### config.mk
export PLATFORM = sky130hd
export DESIGN_NAME = mem_agen_stage
export DESIGN_NICKNAME = d
export VERILOG_FILES = /design/src/rtl/mem_agen_pkg.sv /design/src/rtl/mem_agen_stage_tlb_cam.sv /design/src/rtl/mem_agen_stage.sv
export SDC_FILE = /design/constraint.sdc
export NUM_CORES = 1
export LEC_CHECK = 0
export CORE_MARGIN = 5
export CORE_UTILIZATION = 43
export DETAILED_ROUTE_END_ITERATION = 10
export GPL_TIMING_DRIVEN = 0
export PLACE_DENSITY = 0.86
export SLEW_MARGIN = 30
export SYNTH_ARGS = -nofsm -noshare
export SYNTH_HDL_FRONTEND = slang
export SYNTH_SLANG_ARGS = --single-unit
### constraint.sdc
create_clock -name clk -period 3.6 [get_ports clk]
set_input_delay 0.72 -clock clk [delete_from_list [all_inputs] [get_ports clk]]
set_output_delay 0.72 -clock clk [all_outputs]
set_load 0.01 [all_outputs]
### src/rtl/mem_agen_pkg.sv
// mem_agen_pkg: shared widths, control-store bit positions and FSM states for the address-generation stage.
package mem_agen_pkg;
  localparam int VPN_W = 20;
  localparam int PPN_W = 3;
  localparam int PA_W = 15;
  localparam int CS_W = 49;
  localparam int CS_MEMREN = 4;
  localparam int CS_MEMWEN = 8;
  typedef enum logic {IDLE, SPLIT} state_e;
endpackage

### src/rtl/mem_agen_stage_tlb_cam.sv
// tlb_cam: fully associative translation storage with one fill port and two combinational lookup ports.
module tlb_cam #(
  parameter int NENT = 8,
  parameter int VPNW = 20,
  parameter int PPNW = 3,
  parameter int IW = $clog2(NENT)
) (
  input  logic            clk,
  input  logic            rst,
  input  logic            we_i,
  input  logic [IW-1:0]   widx_i,
  input  logic [VPNW-1:0] wvpn_i,
  input  logic [PPNW-1:0] wppn_i,
  input  logic            wvalid_i,
  input  logic [VPNW-1:0] vpn0_i,
  input  logic [VPNW-1:0] vpn1_i,
  output logic            hit0_o,
  output logic [PPNW-1:0] ppn0_o,
  output logic            hit1_o,
  output logic [PPNW-1:0] ppn1_o
);
  logic [NENT-1:0] vld_q;
  logic [VPNW-1:0] vpn_q [NENT];
  logic [PPNW-1:0] ppn_q [NENT];
  always_ff @(posedge clk or negedge rst) begin
    if (!rst) vld_q <= '0;
    else if (we_i) vld_q[widx_i] <= wvalid_i;
  end
  always_ff @(posedge clk) begin
    if (we_i) begin
      vpn_q[widx_i] <= wvpn_i;
      ppn_q[widx_i] <= wppn_i;
    end
  end
  always_comb begin
    hit0_o = 1'b0;
    ppn0_o = '0;
    hit1_o = 1'b0;
    ppn1_o = '0;
    for (int i = 0; i < NENT; i++) begin
      if (vld_q[i] && vpn_q[i] == vpn0_i) begin
        hit0_o = 1'b1;
        ppn0_o = ppn0_o | ppn_q[i];
      end
      if (vld_q[i] && vpn_q[i] == vpn1_i) begin
        hit1_o = 1'b1;
        ppn1_o = ppn1_o | ppn_q[i];
      end
    end
  end
endmodule

### src/rtl/mem_agen_stage.sv
// mem_agen_stage: VA->PA translation and two-beat split of word-spilling accesses; TLB enabled by MEM_AGEN_TLB_EN.
module mem_agen_stage
  import mem_agen_pkg::*;
#(
  parameter int NENT = 8,
  parameter int VPNW = VPN_W,
  parameter int PPNW = PPN_W,
  parameter int PAW = PPNW + 12
) (
  input  logic                    clk,
  input  logic                    rst,
  input  logic                    i_v,
  input  logic [CS_W-1:0]         i_CS,
  input  logic [31:0]             i_EIP,
  input  logic [31:0]             i_va,
  input  logic [1:0]              i_reqSize,
  input  logic                    i_inv,
  input  logic                    mem_stall,
  input  logic                    fill_en,
  input  logic [$clog2(NENT)-1:0] fill_idx,
  input  logic [VPNW-1:0]         fill_vpn,
  input  logic [PPNW-1:0]         fill_ppn,
  input  logic                    fill_valid,
  output logic                    o_v,
  output logic [CS_W-1:0]         o_CS,
  output logic [31:0]             o_EIP,
  output logic [PAW-1:0]          o_phys_addr,
  output logic [1:0]              o_reqSize,
  output logic                    o_spill,
  output logic                    o_false_of,
  output logic                    o_pf,
  output logic                    stall
);
  state_e state_q, state_d;
  logic v_q, v_d, spill_q, spill_d, fof_q, fof_d, pf_q, pf_d;
  logic [CS_W-1:0] cs_q, cs_d;
  logic [31:0] eip_q, eip_d, va_q, va_d, va1;
  logic [PAW-1:0] pa_q, pa_d, pa0, pa1;
  logic [1:0] size_q, size_d, end_q, end_d;
  logic [2:0] end0;
  logic memop, sp, pf0, pf1, go_split;
  assign memop = i_v & (i_CS[CS_MEMREN] | i_CS[CS_MEMWEN]);
  assign end0 = {1'b0, i_va[1:0]} + {1'b0, i_reqSize};
  assign sp = end0[2];
  assign va1 = {va_q[31:2] + 30'd1, 2'b00};
  assign go_split = memop & sp & ~pf0;
`ifdef MEM_AGEN_TLB_EN
  logic hit0, hit1;
  logic [PPNW-1:0] ppn0, ppn1;
  // Flush wins over a same-cycle fill.
  tlb_cam #(.NENT(NENT), .VPNW(VPNW), .PPNW(PPNW)) u_cam (
    .clk(clk), .rst(rst), .we_i(fill_en & ~i_inv), .widx_i(fill_idx),
    .wvpn_i(fill_vpn), .wppn_i(fill_ppn), .wvalid_i(fill_valid),
    .vpn0_i(i_va[31:12]), .vpn1_i(va1[31:12]),
    .hit0_o(hit0), .ppn0_o(ppn0), .hit1_o(hit1), .ppn1_o(ppn1)
  );
  assign pa0 = hit0 ? {ppn0, i_va[11:0]} : '0;
  assign pf0 = ~hit0;
  assign pa1 = hit1 ? {ppn1, va1[11:0]} : '0;
  assign pf1 = ~hit1;
`else
  logic unused_tlb;
  assign unused_tlb = ^{fill_en, fill_idx, fill_vpn, fill_ppn, fill_valid, i_va[31:PAW], va1[31:PAW]};
  assign pa0 = i_va[PAW-1:0];
  assign pf0 = 1'b0;
  assign pa1 = va1[PAW-1:0];
  assign pf1 = 1'b0;
`endif
  always_comb begin
    state_d = state_q;
    v_d = v_q;
    cs_d = cs_q;
    eip_d = eip_q;
    pa_d = pa_q;
    size_d = size_q;
    spill_d = spill_q;
    fof_d = fof_q;
    pf_d = pf_q;
    va_d = va_q;
    end_d = end_q;
    if (state_q == SPLIT) begin
      if (!mem_stall) begin
        v_d = 1'b1;
        pa_d = pa1;
        size_d = end_q;
        spill_d = 1'b0;
        fof_d = 1'b0;
        pf_d = pf1;
        state_d = IDLE;
      end
    end else if (!mem_stall) begin
      v_d = i_v;
      cs_d = i_CS;
      eip_d = i_EIP;
      pa_d = memop ? pa0 : '0;
      size_d = go_split ? 2'd3 - i_va[1:0] : i_reqSize;
      spill_d = go_split;
      fof_d = memop & ~sp & (i_va[1:0] != 2'd0);
      pf_d = memop & pf0;
      va_d = i_va;
      end_d = end0[1:0];
      state_d = go_split ? SPLIT : IDLE;
    end
    if (i_inv) begin
      v_d = 1'b0;
      state_d = IDLE;
    end
  end
  always_ff @(posedge clk or negedge rst) begin
    if (!rst) begin
      state_q <= IDLE;
      v_q <= 1'b0;
      cs_q <= '0;
      eip_q <= '0;
      pa_q <= '0;
      size_q <= '0;
      spill_q <= 1'b0;
      fof_q <= 1'b0;
      pf_q <= 1'b0;
      va_q <= '0;
      end_q <= '0;
    end else begin
      state_q <= state_d;
      v_q <= v_d;
      cs_q <= cs_d;
      eip_q <= eip_d;
      pa_q <= pa_d;
      size_q <= size_d;
      spill_q <= spill_d;
      fof_q <= fof_d;
      pf_q <= pf_d;
      va_q <= va_d;
      end_q <= end_d;
    end
  end
  assign stall = mem_stall | (state_q == SPLIT);
  assign o_v = v_q;
  assign o_CS = cs_q;
  assign o_EIP = eip_q;
  assign o_phys_addr = pa_q;
  assign o_reqSize = size_q;
  assign o_spill = spill_q;
  assign o_false_of = fof_q;
  assign o_pf = pf_q;
endmodule

==> flow_summary.html, run 1 <==
<table>
<tr><th>Metric</th><th>Value</th></tr>
<tr><th colspan="2">Place</th></tr>
<tr><td>Cell Area, Placed</td><td>7120 µm²</td></tr>
<tr><td>Final RePlAce weighted congestion</td><td>0.811</td></tr>
<tr><td>DP Cell Count</td><td>678</td></tr>
<tr><td>Count of buffers inserted at the top-level ports</td><td>204</td></tr>
<tr><td>Worst slack, placed</td><td>0.759 ns</td></tr>
<tr><td>Total half-perimeter wirelength after legalization and detailed placement</td><td>9.94 mm</td></tr>
<tr><th colspan="2">Worst setup path</th></tr>
<tr><td>Cell occurring most often along the worst timing path</td><td>sky130_fd_sc_hd__clkdlybuf4s50_1</td></tr>
<tr><td>Largest incremental delay on the critical path</td><td>0.57 ns</td></tr>
<tr><td>Cell family with most CP delay</td><td>buffers and inverters</td></tr>
<tr><td>Worst Setup Start Kind</td><td>primary input</td></tr>
<tr><td>Setup slack on the worst flop-to-flop path</td><td>2.06 ns</td></tr>
<tr><td>WP data required</td><td>2.88 ns</td></tr>
<tr><td>Number of buffers and inverters on the critical path</td><td>3</td></tr>
<tr><td>Launch point of the critical path</td><td>mem_stall</td></tr>
<tr><td>Cells along the critical path</td><td>clkdlybuf4s50_1 &gt; nor2_4 &gt; inv_2 &gt; clkdlybuf4s50_1</td></tr>
<tr><td>Data arrival at the endpoint of the critical path</td><td>2.12 ns</td></tr>
<tr><td>CP endpoint kind</td><td>output pin</td></tr>
<tr><td>Number of cell instances on the worst register-to-register path</td><td>4</td></tr>
<tr><td>Type of the setup path with the least slack</td><td>in -&gt; out</td></tr>
<tr><td>Critical path fanouts, max</td><td>7</td></tr>
<tr><td>Crit-path slowest cell</td><td>sky130_fd_sc_hd__clkdlybuf4s50_1</td></tr>
<tr><td>Worst R2R End</td><td>o_EIP[30]</td></tr>
<tr><td>Origin of the critical flop-to-flop path</td><td>state_q</td></tr>
<tr><th colspan="2">Clock tree</th></tr>
<tr><td>Clock latency on the worst-skew pair</td><td>0.41 ns</td></tr>
<tr><td>CTS tree</td><td>built</td></tr>
<tr><td>Maximum level of the CTS H-tree</td><td>4</td></tr>
<tr><td>Maximum clock insertion buffer count</td><td>2</td></tr>
<tr><td>Clock Sinks</td><td>117</td></tr>
<tr><td># Post-CTS Setup Buffers</td><td>0</td></tr>
<tr><td>Root buffer selected by CTS</td><td>sky130_fd_sc_hd__clkbuf_16</td></tr>
<tr><td>Number of clock buffers inserted by TritonCTS</td><td>17</td></tr>
<tr><td>Resized Gates After CTS</td><td>0</td></tr>
<tr><td>CTS clk-pin slew, worst paths</td><td>0.05 ns</td></tr>
<tr><td>Number of hold buffers added after cts</td><td>0</td></tr>
<tr><th colspan="2">Power and ir drop</th></tr>
<tr><td>Switching Power</td><td>0.937 mW</td></tr>
<tr><td>Combinational power share</td><td>0.194</td></tr>
<tr><td>Share of total power consumed by net switching</td><td>0.235</td></tr>
<tr><td>Int Power</td><td>3.04 mW</td></tr>
<tr><td>Largest vdd supply drop</td><td>0.409 mV</td></tr>
<tr><td>Clock share of power</td><td>0.414</td></tr>
<tr><td>Leakage power total</td><td>3.28 nW</td></tr>
<tr><td>Power density relative to cell area</td><td>517 nW/µm²</td></tr>
<tr><td>Proportion of power drawn by flip-flops and latches</td><td>0.391</td></tr>
<tr><td>Total design power</td><td>3.98 mW</td></tr>
<tr><th colspan="2">Synth</th></tr>
<tr><td>Cell type with the largest total area after synthesis</td><td>sky130_fd_sc_hd__dfrtp_1</td></tr>
<tr><td>Sequential-to-total area share from yosys stat</td><td>0.601</td></tr>
<tr><td>Synth unique cells</td><td>40</td></tr>
<tr><td>Total nets after synthesis</td><td>484</td></tr>
<tr><td>Average size of a mapped cell</td><td>14.6 µm²</td></tr>
<tr><td>Top-area cell type share of the netlist area</td><td>0.601</td></tr>
<tr><td>Warning count from the yosys run</td><td>0</td></tr>
<tr><td>Count of state elements after synthesis</td><td>117</td></tr>
<tr><td>Cell types occupying the most area after synthesis</td><td>sky130_fd_sc_hd__dfrtp_1 60%, sky130_fd_sc_hd__mux2_2 14%, sky130_fd_sc_hd__mux2_4 9.2%</td></tr>
<tr><td>Netlist Area Pre-Place</td><td>4870 µm²</td></tr>
<tr><td>Post-synthesis cell count</td><td>333</td></tr>
<tr><th colspan="2">Layout</th></tr>
<tr><td>Proportion of layout cells with a drive suffix above 1</td><td>0.240</td></tr>
<tr><td>Most common cell after layout, fill and taps aside</td><td>sky130_fd_sc_hd__clkdlybuf4s50_1</td></tr>
<tr><td>Highest-count cells in the layout ignoring fill and taps</td><td>203 x sky130_fd_sc_hd__clkdlybuf4s50_1, 117 x sky130_fd_sc_hd__dfrtp_1, 59 x sky130_fd_sc_hd__mux2_2</td></tr>
<tr><td>Relative area change from synthesis to final layout</td><td>58.0%</td></tr>
<tr><td>Final std cell area, no fill</td><td>7700 µm²</td></tr>
<tr><td>Total inserted antenna cells</td><td>0</td></tr>
<tr><td>Final Non-Filler Cells</td><td>707</td></tr>
<tr><td>Finished Core Util</td><td>0.701</td></tr>
<tr><td>Post-layout net count</td><td>708</td></tr>
<tr><th colspan="2">Routing</th></tr>
<tr><td>TritonRoute pass-1 iters</td><td>4</td></tr>
<tr><td>DRC Markers</td><td>0</td></tr>
<tr><td>Overall via count from detail_route</td><td>3606</td></tr>
<tr><td>Post-detailed-route via-to-cell ratio</td><td>5.10</td></tr>
<tr><td>Residual antenna-violating net count after detailed routing</td><td>0</td></tr>
<tr><td>First-iteration detailed-routing DRC count</td><td>129</td></tr>
<tr><td>Final WL</td><td>13.7 mm</td></tr>
<tr><td>Mean routed wirelength per cell</td><td>19.3 µm</td></tr>
<tr><th colspan="2">Global routing</th></tr>
<tr><td>Wire length of the first global-routing pass</td><td>21.3 mm</td></tr>
<tr><td>Largest net degree at the start of global routing</td><td>66</td></tr>
<tr><td>Via count of the first global-routing pass</td><td>4046</td></tr>
<tr><td>GRT Resource Usage Total</td><td>0.210</td></tr>
<tr><td>Grt total ovfl</td><td>0</td></tr>
<tr><td>Antenna violations before repair</td><td>0</td></tr>
<tr><th colspan="2">Floorplan</th></tr>
<tr><td>Die area</td><td>13600 µm²</td></tr>
<tr><td>Floorplan Core Area</td><td>11000 µm²</td></tr>
<tr><td>Die outline height</td><td>116 µm</td></tr>
<tr><td>Total I/O pin count</td><td>251</td></tr>
<tr><td>Number of rows in the core area</td><td>38</td></tr>
<tr><td>Initial cell density of the core</td><td>0.443</td></tr>
<tr><td>Die Wd</td><td>116 µm</td></tr>
<tr><th colspan="2">Worst hold path</th></tr>
<tr><td>Type of the tightest min-delay check</td><td>in -&gt; async</td></tr>
<tr><th colspan="2">Timing</th></tr>
<tr><td>Part of the cycle the worst path needs</td><td>0.790</td></tr>
<tr><td>Achievable clock frequency</td><td>0.352 GHz</td></tr>
<tr><td>Unrepaired setup endpoints after global routing</td><td>no</td></tr>
<tr><td>Max-slew headroom</td><td>0.658</td></tr>
<tr><td>Final hold vios</td><td>0</td></tr>
<tr><td>Final Skew</td><td>0.00769 ns</td></tr>
<tr><td>Actual slew at the worst max-slew pin</td><td>0.514 ns</td></tr>
<tr><td>Setup-violating endpoint count in the final report</td><td>0</td></tr>
<tr><td>Worst-case setup margin in the final layout</td><td>0.756 ns</td></tr>
<tr><td>Final worst path period need</td><td>2.84 ns</td></tr>
<tr><td>Fin. max-slew vios</td><td>0</td></tr>
<tr><th colspan="2">Outcome</th></tr>
<tr><td>Result of the run</td><td>complete, no violations</td></tr>
<tr><th colspan="2">Run</th></tr>
<tr><td>Count of maximum capacitance violations</td><td>0</td></tr>
</table>
[logic make-up after synthesis]
family | Yosys count | synth area share
other | 1 | 0.000770
multiplexers | 94 | 0.240
AND/OR/NAND/NOR | 48 | 0.0506
buffers and inverters | 21 | 0.0272
XOR/XNOR | 10 | 0.0180
adder cells (fa/ha/maj) | 3 | 0.00925
AO/OA/AOI/OAI | 39 | 0.0527
flip-flops | 117 | 0.601
[layout make-up]
type                       count  area (µm²)
buffer                        16         114
clock buffer                  25         505
clock inverter                 4        70.1
fill                         783        3290
inverter                       5        18.8
multi-input combinational    195        1810
sequential                   117        2930
tap                          140         175
timing repair buffer         205        2070
[stage by stage]
stage / setup TNS, ns / hold slack [ns]
6_report: 0 / 0.237
3_5_place_dp: 0 / 0.475
4_1_cts: 0 / 0.260
3_3_place_gp: -298.69 / 0.469
5_1_grt: 0 / 0.280
2_1_floorplan: 0 / 0.424
[worst max path at each step]
stage                         endpoint  cells past startpoint
after floorplan           o_reqSize[0]                      5
after global placement        o_CS[14]                      1
after detailed placement         stall                      4
after CTS                        stall                      4
after global routing             stall                      4
final                            stall                      4
[flip-flops by register name, summed over array words and instances (netlist names)]
name,flops
va_q,13
o_false_of,1
end_q,2
o_EIP,32
state_q,1
o_v,1
o_CS,49
o_spill,1
o_reqSize,2
o_phys_addr,15
[cells in the mapped netlist (all sizes together)]
library cell  number
inv                5
o211ai             1
xor2               8
nand3              6
a22o               3
and4               2
o21a               1
xnor2              2
o221ai             2
a31oi              3
ha                 2
and2               5
buf               14
and3               1
mux2              94
nand4              3
a2bb2oi            1
nor2               9
a22oi              4
a221oi             2
dfrtp            117
conb               1
fa                 1
nand2             15
nor3b              3
o21ai             12
clkbuf             2
a21oi              8
o22ai              2
nor3               4
[layer usage]
metal | up-vias | share of wire | global-route usage
li1 | 1629 | - | -
met3 | 25 | 0.089 | 0.0907
met4 | 0 | 0.027 | 0.0928
met1 | 1796 | 0.39 | 0.241
met5 | - | 0 | 0
met2 | 156 | 0.50 | 0.343
[power groups by stage]
stage          Combinational [mW]  Sequential [mW]  Clock, mW
5_1_grt                     0.823             1.58       1.75
3_5_place_dp                0.777             1.58          0
6_report                    0.773             1.56       1.65
2_1_floorplan               0.249             1.62          0
3_3_place_gp                0.754             1.57          0
4_1_cts                     0.784             1.56       1.68
Power figures use the tool's default switching activity.
==> run 2, diff against run 1 <==
Settings changed: CORE_UTILIZATION 43 to 40, PLACE_DENSITY 0.86 to 0.81.
Clock period 3.6 ns to 2.7 ns, I/O delays scaled along.
==> flow_summary.html, run 2 (synthesis results as in run 1) <==
<table>
<tr><th>Metric</th><th>Value</th></tr>
<tr><th colspan="2">Power and ir drop</th></tr>
<tr><td>Switching Power</td><td>1.29 mW (+37%)</td></tr>
<tr><td>Total design power</td><td>5.73 mW (+44%)</td></tr>
<tr><td>Combinational power share</td><td>0.179 (-0.015)</td></tr>
<tr><td>Proportion of power drawn by flip-flops and latches</td><td>0.362 (-0.029)</td></tr>
<tr><td>Power density relative to cell area</td><td>732 nW/µm² (+41%)</td></tr>
<tr><td>Clock share of power</td><td>0.459 (+0.045)</td></tr>
<tr><td>Share of total power consumed by net switching</td><td>0.225 (-0.0105)</td></tr>
<tr><td>Leakage power total</td><td>3.34 nW (+1.7%)</td></tr>
<tr><td>Int Power</td><td>4.44 mW (+46%)</td></tr>
<tr><td>Largest vdd supply drop</td><td>0.371 mV (-9.3%)</td></tr>
<tr><th colspan="2">Floorplan</th></tr>
<tr><td>Die area</td><td>14500 µm² (+6.8%)</td></tr>
<tr><td>Number of rows in the core area</td><td>40 (+5.3%)</td></tr>
<tr><td>Total I/O pin count</td><td>251 (unchanged)</td></tr>
<tr><td>Floorplan Core Area</td><td>12000 µm² (+8.9%)</td></tr>
<tr><td>Die Wd</td><td>120 µm (+3.4%)</td></tr>
<tr><td>Initial cell density of the core</td><td>0.407 (-0.0363)</td></tr>
<tr><td>Die outline height</td><td>120 µm (+3.4%)</td></tr>
<tr><th colspan="2">Layout</th></tr>
<tr><td>Highest-count cells in the layout ignoring fill and taps</td><td>203 x sky130_fd_sc_hd__clkdlybuf4s50_1, 117 x sky130_fd_sc_hd__dfrtp_1, 59 x sky130_fd_sc_hd__mux2_2</td></tr>
<tr><td>Relative area change from synthesis to final layout</td><td>60.6%</td></tr>
<tr><td>Flip-flop count of the largest register, all copies and words added</td><td>49 (unchanged)</td></tr>
<tr><td>Finished Core Util</td><td>0.654 (-0.0467)</td></tr>
<tr><td>Most common cell after layout, fill and taps aside</td><td>sky130_fd_sc_hd__clkdlybuf4s50_1</td></tr>
<tr><td>Final std cell area, no fill</td><td>7820 µm² (+1.7%)</td></tr>
<tr><td>Post-layout net count</td><td>708 (unchanged)</td></tr>
<tr><td>Proportion of layout cells with a drive suffix above 1</td><td>0.249 (+0.00926)</td></tr>
<tr><td>Total inserted antenna cells</td><td>0 (unchanged)</td></tr>
<tr><th colspan="2">Clock tree</th></tr>
<tr><td>Number of hold buffers added after cts</td><td>0 (unchanged)</td></tr>
<tr><td>CTS clk-pin slew, worst paths</td><td>0.05 ns (about the same)</td></tr>
<tr><td>Clock Sinks</td><td>117 (unchanged)</td></tr>
<tr><td># Post-CTS Setup Buffers</td><td>0 (unchanged)</td></tr>
<tr><td>Root buffer selected by CTS</td><td>sky130_fd_sc_hd__clkbuf_16</td></tr>
<tr><td>Maximum level of the CTS H-tree</td><td>4 (unchanged)</td></tr>
<tr><td>Clock latency on the worst-skew pair</td><td>0.41 ns (about the same)</td></tr>
<tr><td>Resized Gates After CTS</td><td>0 (unchanged)</td></tr>
<tr><td>CTS tree</td><td>built</td></tr>
<tr><td>Number of clock buffers inserted by TritonCTS</td><td>17 (unchanged)</td></tr>
<tr><td>Maximum clock insertion buffer count</td><td>2 (unchanged)</td></tr>
<tr><th colspan="2">Global routing</th></tr>
<tr><td>Antenna violations before repair</td><td>0 (unchanged)</td></tr>
<tr><td>Via count of the first global-routing pass</td><td>3972 (-1.8%)</td></tr>
<tr><td>Largest net degree at the start of global routing</td><td>78 (+18%)</td></tr>
<tr><td>GRT Resource Usage Total</td><td>0.191 (-0.0192)</td></tr>
<tr><td>Wire length of the first global-routing pass</td><td>21.4 mm (+0.49%)</td></tr>
<tr><td>Grt total ovfl</td><td>0 (unchanged)</td></tr>
<tr><th colspan="2">Worst setup path</th></tr>
<tr><td>Largest incremental delay on the critical path</td><td>0.50 ns (-0.07 ns)</td></tr>
<tr><td>CP endpoint kind</td><td>output pin</td></tr>
<tr><td>Data arrival at the endpoint of the critical path</td><td>1.93 ns (-0.19 ns)</td></tr>
<tr><td>Cell occurring most often along the worst timing path</td><td>sky130_fd_sc_hd__clkdlybuf4s50_1</td></tr>
<tr><td>Type of the setup path with the least slack</td><td>in -&gt; out</td></tr>
<tr><td>Critical path fanouts, max</td><td>7 (unchanged)</td></tr>
<tr><td>Cell family with most CP delay</td><td>buffers and inverters</td></tr>
<tr><td>Cells along the critical path</td><td>clkdlybuf4s50_1 &gt; nor2_4 &gt; inv_2 &gt; clkdlybuf4s50_1</td></tr>
<tr><td>Worst R2R End</td><td>o_EIP[8]</td></tr>
<tr><td>Worst Setup Start Kind</td><td>primary input</td></tr>
<tr><td>Origin of the critical flop-to-flop path</td><td>state_q</td></tr>
<tr><td>Number of cell instances on the worst register-to-register path</td><td>4 (unchanged)</td></tr>
<tr><td>WP data required</td><td>2.16 ns (-0.72 ns)</td></tr>
<tr><td>Setup slack on the worst flop-to-flop path</td><td>1.12 ns (-0.94 ns)</td></tr>
<tr><td>Number of buffers and inverters on the critical path</td><td>3 (unchanged)</td></tr>
<tr><td>Crit-path slowest cell</td><td>sky130_fd_sc_hd__clkdlybuf4s50_1</td></tr>
<tr><th colspan="2">Timing</th></tr>
<tr><td>Final hold vios</td><td>0 (unchanged)</td></tr>
<tr><td>Unrepaired setup endpoints after global routing</td><td>no</td></tr>
<tr><td>Achievable clock frequency</td><td>0.404 GHz</td></tr>
<tr><td>Total negative setup slack</td><td>0 ns (unchanged)</td></tr>
<tr><td>Final worst path period need</td><td>2.47 ns</td></tr>
<tr><td>Fin. max-slew vios</td><td>0 (unchanged)</td></tr>
<tr><td>Max-slew headroom</td><td>0.667 (+0.00913)</td></tr>
<tr><td>Final Skew</td><td>0.00603 ns (-0.00166 ns)</td></tr>
<tr><td>Setup-violating endpoint count in the final report</td><td>0 (unchanged)</td></tr>
<tr><td>Actual slew at the worst max-slew pin</td><td>0.499 ns (-0.0142 ns)</td></tr>
<tr><td>Part of the cycle the worst path needs</td><td>0.916</td></tr>
<tr><td>Worst-case setup margin in the final layout</td><td>0.226 ns (-0.530 ns)</td></tr>
<tr><th colspan="2">Place</th></tr>
<tr><td>Count of buffers inserted at the top-level ports</td><td>204 (unchanged)</td></tr>
<tr><td>Total half-perimeter wirelength after legalization and detailed placement</td><td>9.86 mm (-0.78%)</td></tr>
<tr><td>Final RePlAce weighted congestion</td><td>0.762 (-6.0%)</td></tr>
<tr><td>Cell Area, Placed</td><td>7130 µm² (+0.12%)</td></tr>
<tr><td>Worst slack, placed</td><td>0.191 ns (-0.569 ns)</td></tr>
<tr><th colspan="2">Routing</th></tr>
<tr><td>Mean routed wirelength per cell</td><td>18.6 µm (-3.8%)</td></tr>
<tr><td>Overall via count from detail_route</td><td>3600 (-0.17%)</td></tr>
<tr><td>Final WL</td><td>13.3 mm (-2.4%)</td></tr>
<tr><td>First-iteration detailed-routing DRC count</td><td>196 (+52%)</td></tr>
<tr><td>TritonRoute pass-1 iters</td><td>4 (unchanged)</td></tr>
<tr><td>Post-detailed-route via-to-cell ratio</td><td>5.02 (-1.6%)</td></tr>
<tr><td>DRC Markers</td><td>0 (unchanged)</td></tr>
<tr><td>Residual antenna-violating net count after detailed routing</td><td>0 (unchanged)</td></tr>
<tr><th colspan="2">Outcome</th></tr>
<tr><td>Result of the run</td><td>complete, no violations</td></tr>
<tr><th colspan="2">Worst hold path</th></tr>
<tr><td>Type of the tightest min-delay check</td><td>in -&gt; async</td></tr>
<tr><th colspan="2">Run</th></tr>
<tr><td>Count of maximum capacitance violations</td><td>0 (unchanged)</td></tr>
</table>
## run 2: changes by cell type in the layout (fill, tap and decap cells not counted), sizes merged
| cell | before | now |
|---|---|---|
| clkbuf | 27 | 20 |
| bufinv | 2 | 7 |
| clkinv | 2 | 6 |
| clkinvlp | 0 | 1 |
## run 2: worst max path at each step
stage	startpoint	to	slack, ns	cells past startpoint
finish	mem_stall	stall	0.23	4
global route	mem_stall	stall	0.14	4
CTS	mem_stall	stall	0.18	4
detailed placement	mem_stall	stall	0.19	4
global placement	rst	o_CS[17]	-3.31	1
floorplan	i_va[0]	o_reqSize[0]	0.96	5
## run 2: worst reg2reg max path, stage by stage (launching register included)
cell and delay, ns:
sky130_fd_sc_hd__dfrtp_1 0.45, sky130_fd_sc_hd__nor2_4 0.28, sky130_fd_sc_hd__buf_6 0.21, sky130_fd_sc_hd__buf_6 0.20, sky130_fd_sc_hd__mux2_4 0.32
## run 2: power groups by stage
stage	clock network, mW	registers (mW)	logic, mW
detailed placement	0	2.10	1.03
finish	2.63	2.07	1.02
global route	2.77	2.10	1.09
global placement	0	2.09	1.01
CTS	2.67	2.07	1.04
floorplan	0	2.16	0.332
## run 2: area by class of cell
class,count,area [µm²]
fillers,888,4140
flip-flops and latches,117,2930
repair buffers,205,2070
multi-input cells,195,1810
clock buffers,18,439
clock inverters,14,255
well taps,147,184
plain buffers,16,114
inverters,5,18.8
## run 2: stage by stage
step	std cells	hold slack [ns]
2_1_floorplan	333	0.244
3_3_place_gp	684	0.470
3_5_place_dp	685	0.449
4_1_cts	717	0.00967
5_1_grt	717	0.0280
6_report	717	0.0183
## run 2: routing by layer
metal,share of wire,GRT usage
met3,0.075,0.0645
met4,0.021,0.0786
met2,0.50,0.321
met1,0.40,0.225
met5,0,0
==> run 3, diff against run 2 <==
Settings changed: CORE_UTILIZATION 40 to 41, CTS_BUF_LIST set to sky130_fd_sc_hd__clkbuf_8, HOLD_SLACK_MARGIN set to 0.02, PLACE_DENSITY 0.81 to 0.82, RECOVER_POWER set to 100.
==> flow_summary.html, run 3 (synthesis results as in run 1) <==
<table>
<tr><th>Metric</th><th>Value</th></tr>
<tr><th colspan="2">Timing</th></tr>
<tr><td>Part of the cycle the worst path needs</td><td>0.903 (-0.0137)</td></tr>
<tr><td>Achievable clock frequency</td><td>0.410 GHz (+1.5%)</td></tr>
<tr><td>Setup-violating endpoint count in the final report</td><td>0 (unchanged)</td></tr>
<tr><td>Final hold vios</td><td>0 (unchanged)</td></tr>
<tr><td>Final worst path period need</td><td>2.44 ns (-0.0369 ns)</td></tr>
<tr><td>Actual slew at the worst max-slew pin</td><td>1.45 ns (+0.951 ns)</td></tr>
<tr><td>Fin. max-slew vios</td><td>0 (unchanged)</td></tr>
<tr><td>Max-slew headroom</td><td>0.0328 (-0.634)</td></tr>
<tr><td>Final Skew</td><td>0.00858 ns (+0.00255 ns)</td></tr>
<tr><td>Worst-case setup margin in the final layout</td><td>0.263 ns (+0.0369 ns)</td></tr>
<tr><td>Total negative setup slack</td><td>0 ns (unchanged)</td></tr>
<tr><td>Unrepaired setup endpoints after global routing</td><td>no</td></tr>
<tr><th colspan="2">Place</th></tr>
<tr><td>Count of buffers inserted at the top-level ports</td><td>204 (unchanged)</td></tr>
<tr><td>Final RePlAce weighted congestion</td><td>0.803 (+5.3%)</td></tr>
<tr><td>Worst slack, placed</td><td>0.190 ns (-0.000402 ns)</td></tr>
<tr><td>Total half-perimeter wirelength after legalization and detailed placement</td><td>10.0 mm (+1.8%)</td></tr>
<tr><td>DP Cell Count</td><td>681 (-0.58%)</td></tr>
<tr><th colspan="2">Worst setup path</th></tr>
<tr><td>CP endpoint kind</td><td>output pin</td></tr>
<tr><td>Origin of the critical flop-to-flop path</td><td>state_q</td></tr>
<tr><td>Data arrival at the endpoint of the critical path</td><td>1.90 ns (-0.03 ns)</td></tr>
<tr><td>Number of buffers and inverters on the critical path</td><td>3 (unchanged)</td></tr>
<tr><td>Worst R2R End</td><td>o_EIP[27]</td></tr>
<tr><td>WP data required</td><td>2.16 ns (about the same)</td></tr>
<tr><td>Worst Setup Start Kind</td><td>primary input</td></tr>
<tr><td>Number of cell instances on the worst register-to-register path</td><td>4 (unchanged)</td></tr>
<tr><td>Cell family with most CP delay</td><td>buffers and inverters</td></tr>
<tr><td>Critical path fanouts, max</td><td>7 (unchanged)</td></tr>
<tr><td>Crit-path slowest cell</td><td>sky130_fd_sc_hd__clkdlybuf4s50_1</td></tr>
<tr><td>Type of the setup path with the least slack</td><td>in -&gt; out</td></tr>
<tr><td>Cells along the critical path</td><td>clkdlybuf4s50_1 &gt; nor2_4 &gt; inv_2 &gt; clkdlybuf4s50_1</td></tr>
<tr><td>Setup slack on the worst flop-to-flop path</td><td>0.53 ns (-0.59 ns)</td></tr>
<tr><td>Largest incremental delay on the critical path</td><td>0.56 ns (+0.06 ns)</td></tr>
<tr><td>Cell occurring most often along the worst timing path</td><td>sky130_fd_sc_hd__clkdlybuf4s50_1</td></tr>
<tr><th colspan="2">Layout</th></tr>
<tr><td>Total inserted antenna cells</td><td>0 (unchanged)</td></tr>
<tr><td>Post-layout net count</td><td>708 (unchanged)</td></tr>
<tr><td>Final Non-Filler Cells</td><td>713 (-0.56%)</td></tr>
<tr><td>Most common cell after layout, fill and taps aside</td><td>sky130_fd_sc_hd__dfrtp_1</td></tr>
<tr><td>Combined area of the multi-input logic cells</td><td>1700 µm² (-6.3%)</td></tr>
<tr><td>Flip-flop count of the largest register, all copies and words added</td><td>49 (unchanged)</td></tr>
<tr><td>Proportion of layout cells with a drive suffix above 1</td><td>0.175 (-0.0737)</td></tr>
<tr><td>Fill cell instance count of the final layout</td><td>925 (+4.2%)</td></tr>
<tr><td>Relative area change from synthesis to final layout</td><td>50.6%</td></tr>
<tr><td>Highest-count cells in the layout ignoring fill and taps</td><td>117 x sky130_fd_sc_hd__dfrtp_1, 103 x sky130_fd_sc_hd__dlygate4sd3_1, 100 x sky130_fd_sc_hd__clkdlybuf4s50_1</td></tr>
<tr><td>Register area</td><td>2930 µm² (unchanged)</td></tr>
<tr><td>Finished Core Util</td><td>0.637 (-0.0173)</td></tr>
<tr><th colspan="2">Clock tree</th></tr>
<tr><td>Clock Sinks</td><td>117 (unchanged)</td></tr>
<tr><td>CTS clk-pin slew, worst paths</td><td>0.06 ns (about the same)</td></tr>
<tr><td>Root buffer selected by CTS</td><td>sky130_fd_sc_hd__clkbuf_8</td></tr>
<tr><td># Post-CTS Setup Buffers</td><td>0 (unchanged)</td></tr>
<tr><td>Clock latency on the worst-skew pair</td><td>0.43 ns (+0.02 ns)</td></tr>
<tr><td>Maximum clock insertion buffer count</td><td>2 (unchanged)</td></tr>
<tr><td>CTS tree</td><td>built</td></tr>
<tr><td>Number of hold buffers added after cts</td><td>0 (unchanged)</td></tr>
<tr><td>Maximum level of the CTS H-tree</td><td>4 (unchanged)</td></tr>
<tr><td>Resized Gates After CTS</td><td>0 (unchanged)</td></tr>
<tr><td>Number of clock buffers inserted by TritonCTS</td><td>17 (unchanged)</td></tr>
<tr><th colspan="2">Routing</th></tr>
<tr><td>Length of routed wiring on met1</td><td>5.31 mm (-1.6%)</td></tr>
<tr><td>DR top layer</td><td>met4</td></tr>
<tr><td>Post-detailed-route via-to-cell ratio</td><td>4.98 (-0.81%)</td></tr>
<tr><td>DRC Markers</td><td>0 (unchanged)</td></tr>
<tr><td>Final WL</td><td>13.0 mm (-2.2%)</td></tr>
<tr><td>Detailed-routed wire length on met2</td><td>6.28 mm (-5.5%)</td></tr>
<tr><td>First-iteration detailed-routing DRC count</td><td>146 (-26%)</td></tr>
<tr><td>Overall via count from detail_route</td><td>3551 (-1.4%)</td></tr>
<tr><td>Mean routed wirelength per cell</td><td>18.3 µm (-1.6%)</td></tr>
<tr><td>Residual antenna-violating net count after detailed routing</td><td>0 (unchanged)</td></tr>
<tr><td>Met3 WL post-DR</td><td>1.28 mm (+27%)</td></tr>
<tr><td>TritonRoute pass-1 iters</td><td>4 (unchanged)</td></tr>
<tr><th colspan="2">Global routing</th></tr>
<tr><td>Largest net degree at the start of global routing</td><td>61 (-22%)</td></tr>
<tr><td>GRT Resource Usage Total</td><td>0.191 (about the same)</td></tr>
<tr><td>Antenna violations before repair</td><td>0 (unchanged)</td></tr>
<tr><td>Wire length of the first global-routing pass</td><td>21.0 mm (-2.1%)</td></tr>
<tr><td>Via count of the first global-routing pass</td><td>3756 (-5.4%)</td></tr>
<tr><td>Grt total ovfl</td><td>0 (unchanged)</td></tr>
<tr><th colspan="2">Floorplan</th></tr>
<tr><td>Floorplan Core Area</td><td>11500 µm² (-3.7%)</td></tr>
<tr><td>Total I/O pin count</td><td>251 (unchanged)</td></tr>
<tr><td>Number of rows in the core area</td><td>39 (-2.5%)</td></tr>
<tr><td>Die area</td><td>14200 µm² (-2.2%)</td></tr>
<tr><td>Die Wd</td><td>119 µm (-1.1%)</td></tr>
<tr><td>Die outline height</td><td>119 µm (-1.1%)</td></tr>
<tr><td>Initial cell density of the core</td><td>0.423 (+0.0158)</td></tr>
<tr><th colspan="2">Power and ir drop</th></tr>
<tr><td>Total design power</td><td>4.53 mW (-21%)</td></tr>
<tr><td>Leakage power total</td><td>3.11 nW (-6.9%)</td></tr>
<tr><td>Power density relative to cell area</td><td>618 nW/µm² (-16%)</td></tr>
<tr><td>Largest vdd supply drop</td><td>0.342 mV (-7.7%)</td></tr>
<tr><th colspan="2">Worst hold path</th></tr>
<tr><td>Type of the tightest min-delay check</td><td>in -&gt; async</td></tr>
<tr><th colspan="2">Outcome</th></tr>
<tr><td>Result of the run</td><td>complete, no violations</td></tr>
<tr><th colspan="2">Run</th></tr>
<tr><td>Count of maximum capacitance violations</td><td>0 (unchanged)</td></tr>
</table>
==> run 3: cell count changes in the layout (fill, tap and decap cells not counted), moves of 10 or more <==
cell	delta
sky130_fd_sc_hd__mux2_4	-27
sky130_fd_sc_hd__clkbuf_16	-17
sky130_fd_sc_hd__clkbuf_1	+10
sky130_fd_sc_hd__clkdlybuf4s50_1	-103
sky130_fd_sc_hd__dlygate4sd3_1	+103
sky130_fd_sc_hd__mux2_1	+27
sky130_fd_sc_hd__clkbuf_8	+20
==> run 3: how the worst max path moves through the flow <==
stage	start	endpoint	slack, ns	cells after the start
after floorplan	i_va[0]	o_reqSize[0]	0.96	5
after global placement	rst	o_CS[21]	-3.26	1
after detailed placement	i_va[0]	o_reqSize[0]	0.19	6
after CTS	mem_stall	stall	0.25	4
after global routing	mem_stall	stall	0.20	4
final	mem_stall	stall	0.26	4
==> run 3: area by class of cell <==
type                    instances  area share
inverters                       5     0.00256
clock inverters                11      0.0147
multi-input cells             195       0.231
repair buffers                205       0.279
well taps                     143      0.0244
flip-flops and latches        117       0.399
clock buffers                  21      0.0394
plain buffers                  16     0.00955
==> run 3: worst reg2reg max path: cells and delay by family (launching register included) <==
kind          cells  cell delay [ns]
flops             1             0.45
simple gates      1             0.25
mux               1             0.39
buf+inv           2             0.96
==> run 3: metal layers <==
metal / up-vias / global-route usage
met4: 0 / 0.0644
met5: - / 0
li1: 1637 / -
met3: 15 / 0.0934
met1: 1734 / 0.230
met2: 165 / 0.300
==> run 3: through the flow <==
stage	instance area [µm²]	hold WS, ns
finish	7330	0.441
global route	7330	0.490
CTS	7520	0.0239
detailed placement	7120	0.478
global placement	7090	0.469
floorplan	4870	0.244
==> run 3: power breakdown <==
part	switching, mW	total [mW]	internal, mW
registers	0.108	2.06	1.95
clock network	0.673	1.57	0.902
logic	0.369	0.898	0.529
total	1.15	4.53	3.38
